===== config.mk =====
export PLATFORM = sky130hd
export DESIGN_NAME = msrv_32_muldiv_unit
export DESIGN_NICKNAME = d
export VERILOG_FILES = /design/src/rtl/msrv_32_pkg.sv /design/src/rtl/msrv_32_muldiv_iter.sv /design/src/rtl/msrv_32_muldiv_unit.sv
export SDC_FILE = /design/constraint.sdc
export NUM_CORES = 1
export LEC_CHECK = 0
export ABC_AREA = 1
export BUFFER_PORTS_ARGS = -buffer_cell sky130_fd_sc_hd__buf_2
export CORE_ASPECT_RATIO = 0.7
export CORE_MARGIN = 2
export CORE_UTILIZATION = 45
export CTS_BUF_LIST = sky130_fd_sc_hd__clkbuf_8
export CTS_CLUSTER_DIAMETER = 120
export CTS_CLUSTER_SIZE = 24
export DETAILED_ROUTE_END_ITERATION = 7
export GPL_TIMING_DRIVEN = 0
export SYNTH_ARGS = -nofsm -noshare
export SYNTH_HDL_FRONTEND = slang
export SYNTH_SLANG_ARGS = --single-unit

===== constraint.sdc =====
create_clock -name ms_risc32_mp_clk_in -period 6.67 [get_ports ms_risc32_mp_clk_in]
set_input_delay 1.334 -clock ms_risc32_mp_clk_in [delete_from_list [all_inputs] [get_ports ms_risc32_mp_clk_in]]
set_output_delay 1.334 -clock ms_risc32_mp_clk_in [all_outputs]
set_load 0.02 [all_outputs]

===== src/rtl/msrv_32_pkg.sv =====
// Shared definitions for the MS-RV32 multiply/divide unit: M-extension funct3
// encodings, the iteration FSM state type and operand signedness helpers.
package msrv_32_pkg;

    localparam int XLEN = 32;

    localparam logic [2:0] F3_MUL    = 3'd0;
    localparam logic [2:0] F3_MULH   = 3'd1;
    localparam logic [2:0] F3_MULHSU = 3'd2;
    localparam logic [2:0] F3_MULHU  = 3'd3;
    localparam logic [2:0] F3_DIV    = 3'd4;
    localparam logic [2:0] F3_DIVU   = 3'd5;
    localparam logic [2:0] F3_REM    = 3'd6;
    localparam logic [2:0] F3_REMU   = 3'd7;

    typedef enum logic [1:0] {
        ST_IDLE = 2'd0,
        ST_BUSY = 2'd1,
        ST_DONE = 2'd2
    } md_state_t;

    function automatic logic op_a_signed(input logic [2:0] f3);
        return (f3 == F3_MULH) || (f3 == F3_MULHSU) || (f3 == F3_DIV) || (f3 == F3_REM);
    endfunction

    function automatic logic op_b_signed(input logic [2:0] f3);
        return (f3 == F3_MULH) || (f3 == F3_DIV) || (f3 == F3_REM);
    endfunction

endpackage


===== src/rtl/msrv_32_muldiv_iter.sv =====
// One radix-2 step of the shared datapath. Multiply: acc = {partial product, multiplier}
// shifted right each step. Divide: acc = {partial remainder, dividend/quotient} shifted left.
module msrv_32_muldiv_iter
    import msrv_32_pkg::*;
(
    input  logic                is_div_i,
    input  logic [2*XLEN-1:0]   acc_i,
    input  logic [XLEN-1:0]     operand_i,
    output logic [2*XLEN-1:0]   acc_o
);

    logic [XLEN:0]   mul_sum;
    logic [XLEN:0]   div_shift;
    logic [XLEN-1:0] div_rem;
    logic            div_ge;

    always_comb begin
        mul_sum   = {1'b0, acc_i[2*XLEN-1:XLEN]} + (acc_i[0] ? {1'b0, operand_i} : '0);
        div_shift = {acc_i[2*XLEN-1:XLEN], acc_i[XLEN-1]};
        div_ge    = (div_shift >= {1'b0, operand_i});
        // The difference is below the divisor whenever div_ge holds, so 32 bits suffice.
        div_rem   = div_shift[XLEN-1:0] - operand_i;
        acc_o     = '0;
        if (is_div_i) begin
            acc_o = {(div_ge ? div_rem : div_shift[XLEN-1:0]), acc_i[XLEN-2:0], div_ge};
        end else begin
            acc_o = {mul_sum, acc_i[XLEN-1:1]};
        end
    end

endmodule


===== src/rtl/msrv_32_muldiv_unit.sv =====
// Iterative RV32M multiply/divide unit: 32 radix-2 steps on magnitudes, sign fix on
// entry to DONE, and a single-cycle fast path for divide-by-zero and signed overflow.
module msrv_32_muldiv_unit
    import msrv_32_pkg::*;
#(
    parameter int XLEN = 32
) (
    input  logic              ms_risc32_mp_clk_in,
    input  logic              ms_risc32_mp_rst_in,
    input  logic              start_in,
    input  logic [2:0]        funct3_in,
    input  logic [XLEN-1:0]   rs_1_in,
    input  logic [XLEN-1:0]   rs_2_in,
    input  logic [4:0]        rd_addr_in,
    input  logic              kill_in,
    output logic              busy_out,
    output logic              done_out,
    output logic [XLEN-1:0]   result_out,
    output logic [4:0]        rd_addr_out,
    output logic              wr_en_out,
    output md_state_t         dbg_state_out
);

    md_state_t         state_q, state_d;
    logic [4:0]        cnt_q, cnt_d;
    logic [2:0]        op_q, op_d;
    logic              a_neg_q, a_neg_d;
    logic              b_neg_q, b_neg_d;
    logic [XLEN-1:0]   operand_q, operand_d;
    logic [2*XLEN-1:0] acc_q, acc_d;
    logic [4:0]        rd_lat_q, rd_lat_d;
    logic [XLEN-1:0]   result_q, result_d;
    logic [4:0]        rd_out_q, rd_out_d;

    logic [2*XLEN-1:0] iter_acc;
    logic [XLEN-1:0]   a_mag, b_mag;
    logic              in_a_neg, in_b_neg, in_div_zero, in_div_ovf;
    logic [2*XLEN-1:0] prod_fixed;
    logic [XLEN-1:0]   quo_fixed, rem_fixed, final_result;

    msrv_32_muldiv_iter u_iter (
        .is_div_i  (op_q[2]),
        .acc_i     (acc_q),
        .operand_i (operand_q),
        .acc_o     (iter_acc)
    );

    // Operand conditioning for the accepting edge.
    always_comb begin
        in_a_neg    = op_a_signed(funct3_in) & rs_1_in[XLEN-1];
        in_b_neg    = op_b_signed(funct3_in) & rs_2_in[XLEN-1];
        a_mag       = in_a_neg ? (~rs_1_in + 1'b1) : rs_1_in;
        b_mag       = in_b_neg ? (~rs_2_in + 1'b1) : rs_2_in;
        in_div_zero = funct3_in[2] && (rs_2_in == '0);
        in_div_ovf  = ((funct3_in == F3_DIV) || (funct3_in == F3_REM)) &&
                      (rs_1_in == {1'b1, {(XLEN-1){1'b0}}}) && (rs_2_in == '1);
    end

    // Sign fix applied to the value produced by the last iteration.
    always_comb begin
        prod_fixed   = (a_neg_q ^ b_neg_q) ? (~iter_acc + 1'b1) : iter_acc;
        quo_fixed    = (a_neg_q ^ b_neg_q) ? (~iter_acc[XLEN-1:0] + 1'b1) : iter_acc[XLEN-1:0];
        rem_fixed    = a_neg_q ? (~iter_acc[2*XLEN-1:XLEN] + 1'b1) : iter_acc[2*XLEN-1:XLEN];
        final_result = '0;
        case (op_q)
            F3_MUL:                        final_result = prod_fixed[XLEN-1:0];
            F3_MULH, F3_MULHSU, F3_MULHU:  final_result = prod_fixed[2*XLEN-1:XLEN];
            F3_DIV, F3_DIVU:               final_result = quo_fixed;
            default:                       final_result = rem_fixed;
        endcase
    end

    always_comb begin
        state_d   = state_q;
        cnt_d     = cnt_q;
        op_d      = op_q;
        a_neg_d   = a_neg_q;
        b_neg_d   = b_neg_q;
        operand_d = operand_q;
        acc_d     = acc_q;
        rd_lat_d  = rd_lat_q;
        result_d  = result_q;
        rd_out_d  = rd_out_q;
        case (state_q)
            ST_IDLE: begin
                if (start_in && !kill_in) begin
                    op_d     = funct3_in;
                    a_neg_d  = in_a_neg;
                    b_neg_d  = in_b_neg;
                    rd_lat_d = rd_addr_in;
                    cnt_d    = '0;
                    if (funct3_in[2]) begin
                        operand_d = b_mag;
                        acc_d     = {{XLEN{1'b0}}, a_mag};
                    end else begin
                        operand_d = a_mag;
                        acc_d     = {{XLEN{1'b0}}, b_mag};
                    end
                    // funct3[1] distinguishes REM/REMU from DIV/DIVU.
                    if (in_div_zero) begin
                        state_d  = ST_DONE;
                        result_d = funct3_in[1] ? rs_1_in : '1;
                        rd_out_d = rd_addr_in;
                    end else if (in_div_ovf) begin
                        state_d  = ST_DONE;
                        result_d = funct3_in[1] ? '0 : {1'b1, {(XLEN-1){1'b0}}};
                        rd_out_d = rd_addr_in;
                    end else begin
                        state_d = ST_BUSY;
                    end
                end
            end
            ST_BUSY: begin
                acc_d = iter_acc;
                cnt_d = cnt_q + 5'd1;
                if (cnt_q == 5'd31) begin
                    state_d  = ST_DONE;
                    result_d = final_result;
                    rd_out_d = rd_lat_q;
                end
            end
            ST_DONE: begin
                state_d = ST_IDLE;
            end
            default: begin
                state_d = ST_IDLE;
            end
        endcase
        if (kill_in) begin
            state_d  = ST_IDLE;
            cnt_d    = '0;
            result_d = result_q;
            rd_out_d = rd_out_q;
        end
    end

    always_ff @(posedge ms_risc32_mp_clk_in or posedge ms_risc32_mp_rst_in) begin
        if (ms_risc32_mp_rst_in) begin
            state_q <= ST_IDLE;
        end else begin
            state_q <= state_d;
        end
    end

    always_ff @(posedge ms_risc32_mp_clk_in or posedge ms_risc32_mp_rst_in) begin
        if (ms_risc32_mp_rst_in) begin
            cnt_q     <= '0;
            op_q      <= '0;
            a_neg_q   <= 1'b0;
            b_neg_q   <= 1'b0;
            operand_q <= '0;
            acc_q     <= '0;
            rd_lat_q  <= '0;
            result_q  <= '0;
            rd_out_q  <= '0;
        end else begin
            cnt_q     <= cnt_d;
            op_q      <= op_d;
            a_neg_q   <= a_neg_d;
            b_neg_q   <= b_neg_d;
            operand_q <= operand_d;
            acc_q     <= acc_d;
            rd_lat_q  <= rd_lat_d;
            result_q  <= result_d;
            rd_out_q  <= rd_out_d;
        end
    end

    assign busy_out      = (state_q != ST_IDLE);
    assign done_out      = (state_q == ST_DONE);
    assign wr_en_out     = done_out;
    assign result_out    = result_q;
    assign rd_addr_out   = rd_out_q;
    assign dbg_state_out = state_q;

endmodule

==> impl_metrics.tcl, run 1 <==
set metrics [dict create \
    first_pass_iters 7 \
    cpPeakStageDelay_ps 410 \
    start_util 0.454 \
    core_area_mm2 0.0395 \
    synth_fa_ha_area_frac 0.0518 \
    worstMarginPinSlew_ps 1100 \
    num_vias 22400 \
    met3_usage 0.201 \
    fin_crit_ps 5660 \
    port_buffers 116 \
    maxCapViolCount 0 \
    htree_num_levels 4 \
    viasPerCell 6.00 \
    placed_cells 3692 \
    syn_inst 3040 \
    clock_latency_ps 530 \
    holdBufCountCts 0 \
    place_congestion 1.12 \
    overflow 0 \
    synth-seq-cells 150 \
    period_share 0.849 \
    clock-sinks 150 \
    post-route-util 0.498 \
    die_w_um 242 \
    grt_usage 0.428 \
    syn_area_mm2 0.0179 \
    clkTransAtPathRegs_ps 100 \
    synth_compound_gate_area_share 0.168 \
    cp.required_ps 7110 \
    cts_buffers 17 \
    crit_fanout 10 \
    fin_cells 3725 \
    setup_slack_ps 1010 \
    critPathKind "reg2reg" \
    grt_pass1_wl_mm 128 \
    ys.flop_type "dfrtp_1" \
    detail_route.iter0.violations 3775 \
    die_h_um 171 \
    area_growth_pct 9.69 \
    grtUsageMet1 0.624 \
    hpwl_mm 76.2 \
    ys_types 60 \
    finalHoldViolations 0 \
    antenna_found_initial 4 \
    grt_max_degree 94 \
    clock_skew_ps 16.6 \
    async_reset_ff_frac 1.00 \
    pin_count 118 \
    layout-drive-gt1-share 0.0988 \
    max_freq_mhz 177 \
    synth_mux_area_frac 0 \
    post_cts_buffers 0 \
    cts_max_path_buffers 2 \
    postCtsResizedCells 0 \
    synth-simple-area-share 0.392 \
    wl_mm 91.4 \
    place_ws_ps 1380 \
    synth_nets 3189 \
    grt_pass1_vias 19200 \
    slew_violations 0 \
    slowest_stage "clkbuf_1" \
    rows 61 \
    worst-path-buf-inv 7 \
    yosysSeqAreaShare 0.210 \
    dieArea_mm2 0.0414 \
    nets 3325 \
    final_antenna_net_count 0 \
    synth_top_family_by_area "simple AND/OR/NAND/NOR gates" \
    cts_tree "yes" \
    fin_setup_tns_ps 0 \
    grt_busiest_layer "met1" \
    cp-end-kind "register" \
    synth_area_per_cell_um2 5.89 \
    worstPathArrival_ps 6100 \
    hp-class "reg2reg" \
    status "finished clean" \
    synthXorXnorAreaFrac 0.0465 \
    synth-edff-count 0 \
    rsz0062_at_grt "false" \
    final_common_cell "nand2_1" \
    cts-root-buf "clkbuf_8" \
    critical_path.top_delay_family "simple AND/OR/NAND/NOR gates" \
    wl_per_cell_um 24.5 \
    slew_headroom 0.265 \
    use_met2 0.560 \
    startpoint_type "register" \
    yosysWarnings 0 \
    final_cell_mix "898 x nand2_1, 464 x inv_1, 296 x nor2_1" \
    setup_violations 0 \
    drc 0 \
]
## layout make-up
cell class / instances / area, µm²
fillers: 4309 / 19800
repair buffers: 117 / 608
clock buffers: 17 / 234
inverters: 486 / 1830
multi-input cells: 2302 / 11800
diodes: 1 / 2.50
clock inverters: 15 / 216
flip-flops and latches: 150 / 3750
well taps: 535 / 669
plain buffers: 102 / 534
## worst paths after layout
check	startpoint	endpoint	slack, ps	cells after the start
worst max-delay path	acc_q[0]	result_out[31]	1010	28
worst min-delay path	rd_lat_q[0]	rd_lat_q[0]	490	2
worst max register to register	acc_q[0]	result_out[31]	1010	28
worst min register to register	rd_lat_q[0]	rd_lat_q[0]	490	2
max in group asynchronous	ms_risc32_mp_rst_in	operand_q[31]	4840	3
min in group asynchronous	ms_risc32_mp_rst_in	rd_lat_q[1]	860	2
## synth_stat cells (all sizes together) (2+ instances only)
| cell | n | area, µm² |
|---|---|---|
| a21oi | 192 | 980 |
| a221o | 5 | 50.1 |
| a221oi | 5 | 43.8 |
| a22oi | 11 | 82.6 |
| a31oi | 15 | 93.8 |
| a32o | 3 | 30.0 |
| and2 | 3 | 18.8 |
| buf | 41 | 305 |
| clkbuf | 61 | 229 |
| clkinv | 3 | 11.3 |
| dfrtp | 150 | 3750 |
| fa | 2 | 40.0 |
| ha | 71 | 888 |
| inv | 483 | 1810 |
| nand2 | 919 | 3520 |
| nand3 | 241 | 1290 |
| nand3b | 10 | 75.1 |
| nand4 | 63 | 419 |
| nor2 | 327 | 1350 |
| nor3 | 40 | 246 |
| nor4 | 5 | 37.5 |
| o2111ai | 5 | 43.8 |
| o211ai | 6 | 45.0 |
| o21a | 6 | 53.8 |
| o21ai | 200 | 1080 |
| o21bai | 9 | 67.6 |
| o221ai | 20 | 175 |
| o22ai | 28 | 175 |
| o31ai | 7 | 57.6 |
| or2 | 9 | 56.3 |
| xnor2 | 9 | 78.8 |
| xor2 | 86 | 753 |
## cells by family (layout without fill, tap and decap cells)
group,Yosys count,count (layout)
AOI/OAI and AO/OA,516,516
xor gates and xnor gates,95,95
adders and majority gates,73,73
buffers and inverters,588,737
DFF,150,150
other,0,1
and+or+nand+nor,1618,1618
## worst register-to-register path, delay by kind of cell (launching register included)
family                   cells  cell delay (ps)
flip-flops                   1              330
buffers and inverters        7             1360
adder cells (fa/ha/maj)      2              660
AND/OR/NAND/NOR             17             2750
AO/OA/AOI/OAI                2              500
## sequential cells by signal (all words and copies together) (netlist names)
name and flops:
acc_q 64, operand_q 32, result_out 32, cnt_q 5
rd_addr_out 5, rd_lat_q 5, op_q 3, dbg_state_out 2
a_neg_q 1, b_neg_q 1
## layer usage
layer	wire [µm]	part of all wire
met5	185	0.0020
met4	1910	0.021
met3	16300	0.18
met2	33600	0.37
met1	39400	0.43
## through the flow
stage | instance area [µm²] | hold WS, ps
finish | 19600 | 492
global route | 19600 | 511
CTS | 19600 | 493
detailed placement | 19200 | 469
global placement | 19200 | 462
floorplan | 17900 | 449
Power of run 1 is not shown: default switching activity piles up to over one toggle a cycle in this logic, so the estimate is an artifact.
==> inputs of run 2 (changes only) <==
--- a/config.mk
+++ b/config.mk
@@ -5,7 +5,7 @@
 export SDC_FILE = /design/constraint.sdc
 export NUM_CORES = 1
 export LEC_CHECK = 0
-export ABC_AREA = 1
+export ABC_AREA = 0
 export BUFFER_PORTS_ARGS = -buffer_cell sky130_fd_sc_hd__buf_2
 export CORE_ASPECT_RATIO = 0.7
 export CORE_MARGIN = 2
==> constraint.sdc (replaced) <==
create_clock -name ms_risc32_mp_clk_in -period 5.85 [get_ports ms_risc32_mp_clk_in]
set_input_delay 1.17 -clock ms_risc32_mp_clk_in [delete_from_list [all_inputs] [get_ports ms_risc32_mp_clk_in]]
set_output_delay 1.17 -clock ms_risc32_mp_clk_in [all_outputs]
set_load 0.02 [all_outputs]
==> impl_metrics.tcl, run 2 <==
set metrics [dict create \
    slew_violations 0 \
    worstMarginPinSlew_ps 1270 \
    total_power_mw 9.98 \
    largest_reg_flops 64 \
    core_area_mm2 0.0349 \
    num_vias 18500 \
    r2r_start "operand_q[30]" \
    yosys-top-cells-area "dfrtp_1 23%, o21ai_0 7.2%, nand2_1 6.2%" \
    ys.flop_type "dfrtp_1" \
    synth-edff-count 0 \
    clkTransAtPathRegs_ps 110 \
    slew_headroom 0.147 \
    cts_tree "yes" \
    yosysWarnings 0 \
    final_cell_mix "265 x nand2_1, 229 x o21ai_0, 167 x a21oi_1" \
    cts_buffers 17 \
    setup_violations 1 \
    die_w_um 230 \
    p_leak_nw 7.47 \
    final_common_cell "nand2_1" \
    start_util 0.460 \
    fin_cells 2786 \
    yosysSeqAreaShare 0.234 \
    cts-root-buf "clkbuf_8" \
    regToRegSetupSlack_ps -110 \
    clock-sinks 150 \
    async_reset_ff_frac 1.00 \
    holdBufCountCts 0 \
    cp-end-kind "register" \
    first_pass_iters 7 \
    synth-seq-cells 150 \
    cts_max_path_buffers 2 \
    wl_per_cell_um 28.2 \
    die_h_um 162 \
    period_share 1.02 \
    violations "negative setup slack" \
    whs_endpoint "result_out[5]" \
    ys_types 99 \
    startpoint_type "register" \
    overflow 0 \
    hp-class "reg2reg" \
    rsz0062_at_grt "true" \
    netlist.area_leader.share 0.234 \
    area_growth_pct 12.7 \
    syn_inst 2153 \
    whs_path_depth 1 \
    nets 2449 \
    finalHoldViolations 0 \
    drc 0 \
    regMostFlops "acc_q" \
    max_freq_mhz 168 \
    setup_slack_ps -107 \
    clock_skew_ps 20.6 \
    peakVddDrop_v 0.000224 \
    layout-drive-gt1-share 0.119 \
    dieArea_mm2 0.0372 \
    maxCapViolCount 0 \
    post-route-util 0.518 \
    antenna_found_initial 3 \
    cp.required_ps 6230 \
    worstHoldStart "result_out[5]" \
    place_congestion 1.03 \
    viasPerCell 6.65 \
    status "finished, violations left" \
    detail_route.iter0.violations 2805 \
    grt_pass1_vias 16700 \
    reg2regPathDepth 16 \
    placed_cells 2741 \
    port_buffers 115 \
    rows 57 \
    worstPathArrival_ps 6340 \
    pin_count 118 \
    yosysMostFrequentCell "nand2_1" \
    syn_area_mm2 0.0160 \
    yosysTopAreaCell "dfrtp_1" \
    synth_nets 2302 \
    rr_endpoint "result_out[29]" \
    critPathKind "reg2reg" \
    final_antenna_net_count 0 \
    grt_pass1_wl_mm 113 \
    cellPowerDensity_mw_per_mm2 552 \
    synth_area_per_cell_um2 7.45 \
    synthTopCellsByCount "266 x nand2_1, 232 x o21ai_0, 170 x a21oi_1" \
    grt_max_degree 87 \
    wl_mm 78.6 \
    grt_usage 0.417 \
    clock_latency_ps 530 \
    hpwl_mm 64.4 \
    crit_fanout 10 \
    htree_num_levels 4 \
    fin_crit_ps 5960 \
    fin_setup_tns_ps -107 \
]
==> run 2: worst max-delay path: stages (launching register included) <==
cell	delay [ps]
dfrtp_1	480
inv_1	70
ha_1	360
nand4b_1	430
nor3_1	400
nand4_1	300
nand4_1	240
buf_12	170
o21ai_0	120
a31oi_1	900
nand3_2	410
nor2_1	360
nand3_1	290
o41ai_1	520
xnor2_1	160
a221oi_1	400
o221ai_1	190
==> run 2: cell families (layout without fill, tap and decap cells) <==
logic type	Yosys count	in the layout	share of synthesized area
flip-flops	150	150	0.234
AO/OA/AOI/OAI	702	702	0.280
multiplexers	63	63	0.0402
buffers and inverters	212	372	0.0530
XOR/XNOR	187	187	0.102
AND/OR/NAND/NOR	766	766	0.233
other	0	1	0
adder cells (fa/ha/maj)	73	73	0.0579
==> run 2: layout make-up <==
type | instances | area (µm²)
Antenna cell | 1 | 2.50
Buffer | 136 | 619
Clock buffer | 17 | 234
Clock inverter | 15 | 183
Fill cell | 3454 | 16800
Inverter | 74 | 283
Multi-Input combinational cell | 1791 | 11700
Sequential cell | 150 | 3760
Tap cell | 472 | 591
Timing Repair Buffer | 130 | 733
==> run 2: routing by layer <==
layer | track usage | up-vias | share of wire | wire length [µm]
li1 | - | 8140 | - | -
met1 | 0.621 | 9042 | 0.45 | 35500
met2 | 0.523 | 1207 | 0.36 | 28700
met3 | 0.194 | 132 | 0.15 | 12200
met4 | 0.111 | 4 | 0.027 | 2110
met5 | 0.0143 | - | 0.00094 | 74
==> run 2: worst max path at each step <==
stage / start / end / cells after the start
after floorplan: op_q[2] / result_out[20] / 23
after global placement: op_q[2] / result_out[20] / 23
after detailed placement: op_q[2] / result_out[20] / 23
after CTS: operand_q[24] / result_out[20] / 24
after global routing: operand_q[24] / result_out[20] / 24
final: operand_q[30] / result_out[29] / 16
==> run 2: per-stage QoR <==
stage	worst slack, ps	hold WS, ps	area (µm²)
after floorplan	249	445	16000
after global placement	-3220	459	17200
after detailed placement	-3240	465	17200
after CTS	-106	494	17800
after global routing	-157	523	18100
final	-107	488	18100
==> run 2: power by group <==
part / internal (mW) / total, mW / switching, mW
Sequential: 1.35 / 1.76 / 0.411
Clock: 0.399 / 0.930 / 0.531
Combinational: 2.47 / 7.29 / 4.82
==> run 2: repair_timing <==
| action | in CTS | in global routing |
|---|---|---|
| buffers inserted | 3 | 11 |
| hold endpoints to repair | 0 | 0 |
| gates resized for setup | 45 | 40 |
| endpoints found under the setup margin | 38 | 27 |
| pin swaps | 4 | 12 |
Power figures use the tool's default switching activity.
